**src/rtl/bin_to_bcd_seq.sv**
```systemverilog
// Sequential binary-to-BCD converter (shift-add-3), one bit per cycle, with
// optional two's-complement input, sign output and saturation on overflow.
module bin_to_bcd_seq #(
  parameter int BIN_W  = 12,
  parameter int DIGITS = 4
) (
  input  logic                  clk,
  input  logic                  reset,
  input  logic                  start,
  input  logic [BIN_W-1:0]      binary,
  input  logic                  signed_mode,
  output logic [4*DIGITS-1:0]   bcd,
  output logic                  sign,
  output logic                  overflow,
  output logic                  ready,
  output logic                  done
);

  // One spare digit beyond ceil(BIN_W*log10(2)) keeps the top digit below 5,
  // so the shift never drops a bit before the overflow check.
  localparam int SCR_DIG = (BIN_W * 30103 + 99999) / 100000 + 1;
  localparam int SCR_W   = 4 * SCR_DIG;
  localparam int MAX_DIG = (SCR_DIG > DIGITS) ? SCR_DIG : DIGITS;
  localparam int EXT_W   = 4 * MAX_DIG;
  localparam int CNT_W   = $clog2(BIN_W);
  localparam logic [CNT_W-1:0] LAST = CNT_W'(BIN_W - 1);

  typedef enum logic {IDLE, SHIFT} state_t;

  state_t              state, state_nxt;
  logic [SCR_W-1:0]    scr, scr_nxt;
  logic [BIN_W-1:0]    mag, mag_nxt;
  logic [CNT_W-1:0]    cnt;
  logic                neg;
  logic                last_iter;
  logic signed [BIN_W-1:0] bin_s;
  logic [BIN_W-1:0]    mag_in;
  logic                neg_in;
  logic [4*DIGITS:0]   sat;

  function automatic logic [SCR_W-1:0] add3(input logic [SCR_W-1:0] s);
    logic [SCR_W-1:0] r;
    r = s;
    for (int i = 0; i < SCR_DIG; i++) begin
      if (s[4*i +: 4] >= 4'd5) r[4*i +: 4] = s[4*i +: 4] + 4'd3;
    end
    return r;
  endfunction

  // Returns {overflow, digits}; clamps to all nines when upper digits are set.
  function automatic logic [4*DIGITS:0] saturate(input logic [SCR_W-1:0] s);
    logic [EXT_W-1:0] ext;
    logic             ovf;
    ext = EXT_W'(s);
    ovf = 1'b0;
    for (int i = DIGITS; i < MAX_DIG; i++) begin
      if (ext[4*i +: 4] != 4'd0) ovf = 1'b1;
    end
    if (ovf) return {1'b1, {DIGITS{4'h9}}};
    return {1'b0, ext[4*DIGITS-1:0]};
  endfunction

  // Most-negative input negates to 2^(BIN_W-1), still exact as unsigned.
  assign bin_s     = binary;
  assign neg_in    = signed_mode & binary[BIN_W-1];
  assign mag_in    = neg_in ? $unsigned(-bin_s) : binary;
  assign last_iter = (cnt == LAST);
  assign ready     = (state == IDLE);

  always_comb begin
    {scr_nxt, mag_nxt} = {add3(scr), mag} << 1;
    sat = saturate(scr_nxt);
  end

  always_ff @(posedge clk) begin
    if (reset) state <= IDLE;
    else       state <= state_nxt;
  end

  always_comb begin
    state_nxt = state;
    case (state)
      IDLE:    if (start) state_nxt = SHIFT;
      SHIFT:   if (last_iter) state_nxt = IDLE;
      default: state_nxt = IDLE;
    endcase
  end

  always_ff @(posedge clk) begin
    if (reset)              cnt <= '0;
    else if (state == IDLE) cnt <= '0;
    else                    cnt <= cnt + 1'b1;
  end

  always_ff @(posedge clk) begin
    if (state == IDLE && start) begin
      scr <= '0;
      mag <= mag_in;
      neg <= neg_in;
    end else if (state == SHIFT) begin
      scr <= scr_nxt;
      mag <= mag_nxt;
    end
  end

  always_ff @(posedge clk) begin
    if (reset) begin
      bcd      <= '0;
      sign     <= 1'b0;
      overflow <= 1'b0;
      done     <= 1'b0;
    end else begin
      done <= (state == SHIFT) && last_iter;
      if (state == SHIFT && last_iter) begin
        {overflow, bcd} <= sat;
        sign            <= neg & (scr_nxt != '0);
      end
    end
  end

endmodule
```
**config.mk**
```make
export PLATFORM = sky130hd
export DESIGN_NAME = bin_to_bcd_seq
export DESIGN_NICKNAME = d
export VERILOG_FILES = /design/src/rtl/bin_to_bcd_seq.sv
export SDC_FILE = /design/constraint.sdc
export NUM_CORES = 1
export LEC_CHECK = 0
export ABC_CLOCK_PERIOD_IN_PS = 2100
export BUFFER_PORTS_ARGS = -buffer_cell sky130_fd_sc_hd__buf_2
export CAP_MARGIN = 20
export CORE_MARGIN = 8
export CORE_UTILIZATION = 50
export CTS_CLUSTER_SIZE = 40
export DETAILED_ROUTE_END_ITERATION = 7
export HOLD_SLACK_MARGIN = 0.02
export PLACE_DENSITY = 0.69
export SLEW_MARGIN = 5
export SYNTH_ARGS = -nofsm -noshare
export SYNTH_HDL_FRONTEND = slang
export SYNTH_SLANG_ARGS = --single-unit
```
**constraint.sdc**
```tcl
create_clock -name clk -period 2.1 [get_ports clk]
set_input_delay 0.21 -clock clk [delete_from_list [all_inputs] [get_ports clk]]
set_output_delay 0.21 -clock clk [all_outputs]
set_load 0.1 [all_outputs]
```
Word-level counts from Yosys, hierarchy flattened
Cells that the tools add are included.
Widths: inputs -> output; s select.
{ "word_totals": {"regBits": 57, "in_bits": 16, "out_inout_bits": 20, "elab_cells": 46} }
{ "classes": {"n_addsub": 7, "magnitude_cmp": 5, "n_eq_ne": 1, "muxes": 15, "bitwise": 3, "n_reduce_logical": 6} }
{ "ops": {"columns": ["op", "count"], "rows": [
  ["$mux 12", 3],
  ["$mux 17", 2],
  ["$ge 4x3->1 const B", 5],
  ["$reduce_bool 20->1", 1],
  ["$add 4x2->4 const B", 4],
  ["$mux 4", 4],
  ["$neg 12->12", 1],
  ["$add 4x1->4 const B", 1],
  ["$eq 4x4->1 const B", 1],
  ["$mux 1", 4],
  ["$reduce_bool 4->1", 1],
  ["$add 3x2->3 const B", 1],
  ["$mux 3", 1],
  ["$and 1x1->1", 2],
  ["$logic_and 1x1->1", 2],
  ["$pmux 1 s2", 1],
  ["$reduce_bool 2->1", 1],
  ["$reduce_or 2->1", 1],
  ["$not 1->1", 1]
]} }

Longest topological paths before layout
{ "logic_depth": {"word_depth": 6, "mapped_depth": 9, "depth_no_buf": 8} }

Worst setup path before layout
OpenSTA, ideal clock, no wires.
{ "synth_path": {"kind": "register to register", "start": "register state", "end": "register scr[15]", "setup_ns": 0.178, "arrival_time_ns": 1.782, "slack_ns": 0.140, "path_stages_with_launch": 5, "path_cell_list": "dfxtp_1 clkbuf_1 inv_1 clkbuf_1 o21ai_0"} }
{ "synth_via": {"elab_chain_len": 2} }
{ "synth_lines": {"columns": ["element", "line_no", "source"], "rows": [
  ["from (decl)", "30", "state_t state, state_nxt;"],
  ["from (signal assigned)", "77", "else state <= state_nxt;"],
  ["$not 1->1", null, null],
  ["via ready", "15", "output logic ready,"],
  ["$logic_and 1x1->1", "96", "if (state == IDLE && start) begin"],
  ["to (signal assigned)", "101", "scr <= scr_nxt;"],
  ["to (decl)", "31", "logic [SCR_W-1:0] scr, scr_nxt;"]
]} }
The timed path passes the listed nets, and every way through them passes these cells.
A chain may end at the register's enable or synchronous reset.

Final worst setup path
{ "layout_path": {"start": "register scr[13]", "end": "register sign"} }
{ "layout_via": {"elab_chain_len": 4, "word_cells_on_any_way": 5, "cone_classes": "add/sub (1); order compare (1); mux (1); bitwise (1); reduce/logical (1)"} }
{ "layout_lines": {"columns": ["element", "line_no", "source"], "rows": [
  ["$add 4x2->4 / $ge 4x3->1 (equally long branches)", "45", "if (s[4*i +: 4] >= 4'd5) r[4*i +: 4] = s[4*i +: 4] + 4'd3;"],
  ["$mux 4 *", "45", null],
  ["$reduce_bool 20->1 *", "116", "sign <= neg & (scr_nxt != '0);"],
  ["$and 1x1->1 *", "116", null],
  ["to (signal assigned)", "116", null],
  ["to (decl)", "13", "output logic sign,"]
]} }
Every way passes the cells marked *; elsewhere a longest branch is shown, timed or not.

==> impl_metrics.env <==
export IMPL_status="finished clean"
export IMPL_class_of_the_tightest_hold_or_removal_check="primary input to register"
export IMPL_synth_simple_gate_area_frac=0.175
export IMPL_yosys_top_cells_area="sky130_fd_sc_hd__dfxtp_1, sky130_fd_sc_hd__edfxtp_1, sky130_fd_sc_hd__nand2_1"
export IMPL_grt_first_pass_wirelength_mm=10.4
export IMPL_synth_compound_area_share=0.196
export IMPL_antenna_found_initial=0
export IMPL_cts_hold_fix_buffers=0
export IMPL_dr_pass1_iters=4
export IMPL_ys_dominant_reg_cell="sky130_fd_sc_hd__dfxtp_1"
export IMPL_detailedPlacementHpwl_mm=4.40
export IMPL_wire_per_inst_um=14.2
export IMPL_worstPathRequired_ns=2.30
export IMPL_synth_xor_xnor_area_share=0.0502
export IMPL_postSynthRegisterBits=57
export IMPL_fin_worst_skew_ns=0.00628
export IMPL_hold_path_cells=3
export IMPL_multi_input_logic_area_um2=1390
export IMPL_critical_path_reg2reg_startpoint="scr[13]$_SDFFE_PP0P_"
export IMPL_starting_density_of_the_core=0.513
export IMPL_synthMostInstantiatedCell="sky130_fd_sc_hd__dfxtp_1"
export IMPL_post_layout_total_power_mw=2.51
export IMPL_slew_headroom=0.678
export IMPL_design_core_area_um2=5440
export IMPL_synth_largest_area_cell="sky130_fd_sc_hd__dfxtp_1"
export IMPL_clk_pin_slew_worst_paths_ns=0.07
export IMPL_vias=2284
export IMPL_number_of_distinct_library_cell_variants_in_the_gate_level_netlist_after_synthesis=41
export IMPL_detailedRoute_firstIterationViolations=114
export IMPL_start_kind="register"
export IMPL_mappedNetlistArea_um2=2790
export IMPL_final_hold_worst_slack_ns=0.195
export IMPL_grt_setup_unrepaired="false"
export IMPL_syn2layout_area_growth_pct=17.1
export IMPL_muxShareOfSynthArea=0.0215
export IMPL_pwr_density_cell_nw_per_um2=767
export IMPL_holdCritStartpoint="binary[11]"
export IMPL_synthArstFlopShare=0
export IMPL_main_combinational_cell_family_by_area_after_synthesis="compound AO/OA/AOI/OAI gates"
export IMPL_cp_max_fo=3
export IMPL_arrival_ns=2.18
export IMPL_post_cts_setup_buffers=0
export IMPL_buffer_ports_inserted=35
export IMPL_synth_area_per_cell_um2=9.21
export IMPL_finalNetCount=374
export IMPL_number_of_synthesized_flops_with_an_enable_pin=13
export IMPL_layout_worst_path_cycle_share=0.940
export IMPL_worst_skew_pair_latency_ns=0.33
export IMPL_cts_root_to_sink_buffers=2
export IMPL_count_of_synthesis_stage_warnings_from_yosys=0
export IMPL_cts_htree_levels=3
export IMPL_worstHoldEndpoint="mag[11]$_DFFE_PP_"
export IMPL_tritoncts="done"
export IMPL_detail_route_wirelength_mm=6.03
export IMPL_endpoint_kind="register"
export IMPL_count_of_non_filler_cells_in_the_finished_layout=423
export IMPL_grt_remaining_overflow=0
export IMPL_clock_sinks=57
export IMPL_synth_seq_area_share=0.456
export IMPL_synthAdderAreaFrac=0.0538
export IMPL_globalRouteTotalUtil=0.155
export IMPL_filler_cell_count=475
export IMPL_peakVddDrop_uv=493
export IMPL_period_needed_ns=1.97
export IMPL_crit_type="register to register"
export IMPL_max_cap_violations=0
export IMPL_timing_worst_slew_pin_value_ns=0.483
export IMPL_drive_gt1_frac=0.205
export IMPL_cts_root_buf="sky130_fd_sc_hd__clkbuf_8"
export IMPL_cts_buffers=9
export IMPL_dp_worst_setup_slack_ns=0.131
export IMPL_r2r_end="sign$_SDFFE_PP0P_"
export IMPL_cts_repair_resize_count=0
export IMPL_netlist_area_leader_share=0.316
export IMPL_final_setup_viol_count=0
export IMPL_die_width_um=90.7
export IMPL_report_final_slew_viol_count=0
export IMPL_detail_route_drc_violations=0
export IMPL_post_place_cells=407
export IMPL_via_per_inst=5.40
export IMPL_die_area_um2=8230
export IMPL_place_gp_congestion=0.828
export IMPL_drt_antenna_violating_nets=0
export IMPL_final_tns_setup_ns=0
export IMPL_count_of_antenna_diodes_in_the_layout=0
export IMPL_final_seq_area_um2=1270
export IMPL_syn_nets=331
export IMPL_placement_rows=27
export IMPL_post_synthesis_instance_total=303
export IMPL_grt_pass1_vias=2254
export IMPL_static_leakage_power_nw=1.30
export IMPL_setup_ws_ns=0.126
export IMPL_r2r_slack_ns=0.13
export IMPL_rr_worst_depth=8
export IMPL_ios=36
export IMPL_floorplan_die_height_um=90.7
export IMPL_finalHoldViolations=0
export IMPL_grt_max_degree=24
export IMPL_synth_cells_most_frequent="sky130_fd_sc_hd__dfxtp_1, sky130_fd_sc_hd__nand2_1, sky130_fd_sc_hd__o21ai_0"
export IMPL_clock_fmax_mhz=507
worst max path at each step:
stage	start	endpoint	slack, ns
3_5_place_dp	scr[5]$_SDFFE_PP0P_	sign$_SDFFE_PP0P_	0.13
6_report	scr[13]$_SDFFE_PP0P_	sign$_SDFFE_PP0P_	0.13
4_1_cts	scr[5]$_SDFFE_PP0P_	sign$_SDFFE_PP0P_	0.12
3_3_place_gp	scr[13]$_SDFFE_PP0P_	sign$_SDFFE_PP0P_	0.17
5_1_grt	scr[5]$_SDFFE_PP0P_	sign$_SDFFE_PP0P_	0.03
2_1_floorplan	state$_SDFF_PP0_	scr[15]$_SDFFE_PP0P_	0.14
cells in the final DEF, fill, tap and decap left out, types with 3 or more instances in the layout:
| cell | count |
|---|---|
| sky130_fd_sc_hd__dfxtp_1 | 44 |
| sky130_fd_sc_hd__nand2_1 | 43 |
| sky130_fd_sc_hd__buf_2 | 35 |
| sky130_fd_sc_hd__o21ai_0 | 25 |
| sky130_fd_sc_hd__nor2_1 | 23 |
| sky130_fd_sc_hd__inv_1 | 18 |
| sky130_fd_sc_hd__a21oi_1 | 14 |
| sky130_fd_sc_hd__edfxtp_1 | 13 |
| sky130_fd_sc_hd__xnor2_1 | 12 |
| sky130_fd_sc_hd__ha_1 | 12 |
| sky130_fd_sc_hd__clkbuf_8 | 9 |
| sky130_fd_sc_hd__buf_4 | 9 |
| sky130_fd_sc_hd__nand2b_1 | 8 |
| sky130_fd_sc_hd__nor3b_1 | 8 |
| sky130_fd_sc_hd__a22o_1 | 8 |
| sky130_fd_sc_hd__o31ai_1 | 6 |
| sky130_fd_sc_hd__a311oi_2 | 6 |
| sky130_fd_sc_hd__mux2i_1 | 5 |
| sky130_fd_sc_hd__o22ai_1 | 5 |
| sky130_fd_sc_hd__xor2_1 | 4 |
| sky130_fd_sc_hd__nor3_1 | 4 |
| sky130_fd_sc_hd__clkinv_2 | 4 |
| sky130_fd_sc_hd__nor4_1 | 3 |
| sky130_fd_sc_hd__and2_1 | 3 |
| sky130_fd_sc_hd__nor2b_1 | 3 |
registers in the layout, indices dropped and copies added (netlist names):
name	count
neg	1
state	1
bcd	16
cnt	4
sign	1
overflow	1
scr	20
done	1
mag	12
report_power, final:
group	internal (mW)	switching, mW
clock network	0.541	0.448
logic	0.120	0.181
registers	1.18	0.0331
through the flow:
step	area [um2]	utilization
final	3270	0.601
after global routing	3270	0.601
after CTS	3260	0.600
after detailed placement	3080	0.566
after global placement	3080	0.566
after floorplan	2790	-
worst max-delay path: stages, from the launching register on:
cell                       delay [ns]
sky130_fd_sc_hd__dfxtp_1         0.37
sky130_fd_sc_hd__inv_1           0.10
sky130_fd_sc_hd__ha_1            0.18
sky130_fd_sc_hd__nand2b_1        0.16
sky130_fd_sc_hd__a21oi_2         0.21
sky130_fd_sc_hd__mux2i_2         0.13
sky130_fd_sc_hd__a2111o_1        0.40
sky130_fd_sc_hd__nor4_1          0.17
sky130_fd_sc_hd__a311oi_1        0.12
routing by layer:
layer  part of all wire  global-route usage
met4              0.016              0.0915
met3              0.044              0.0416
met2               0.46               0.249
met1               0.48               0.182
met5                  0                   0
cells by family after synthesis:
kind of cell	count (synthesis)
adders and majority gates	12
AOI/OAI and AO/OA	78
and+or+nand+nor	103
buffers and inverters	31
muxes	6
xor gates and xnor gates	16
DFF	57
final cells by class:
cell class / instances / area share
multi-input combinational: 215 / 0.425
sequential: 57 / 0.389
timing repair buffer: 45 / 0.0804
clock buffer: 10 / 0.0391
tap: 72 / 0.0276
inverter: 18 / 0.0207
clock inverter: 6 / 0.0180
Power figures use the tool's default switching activity.
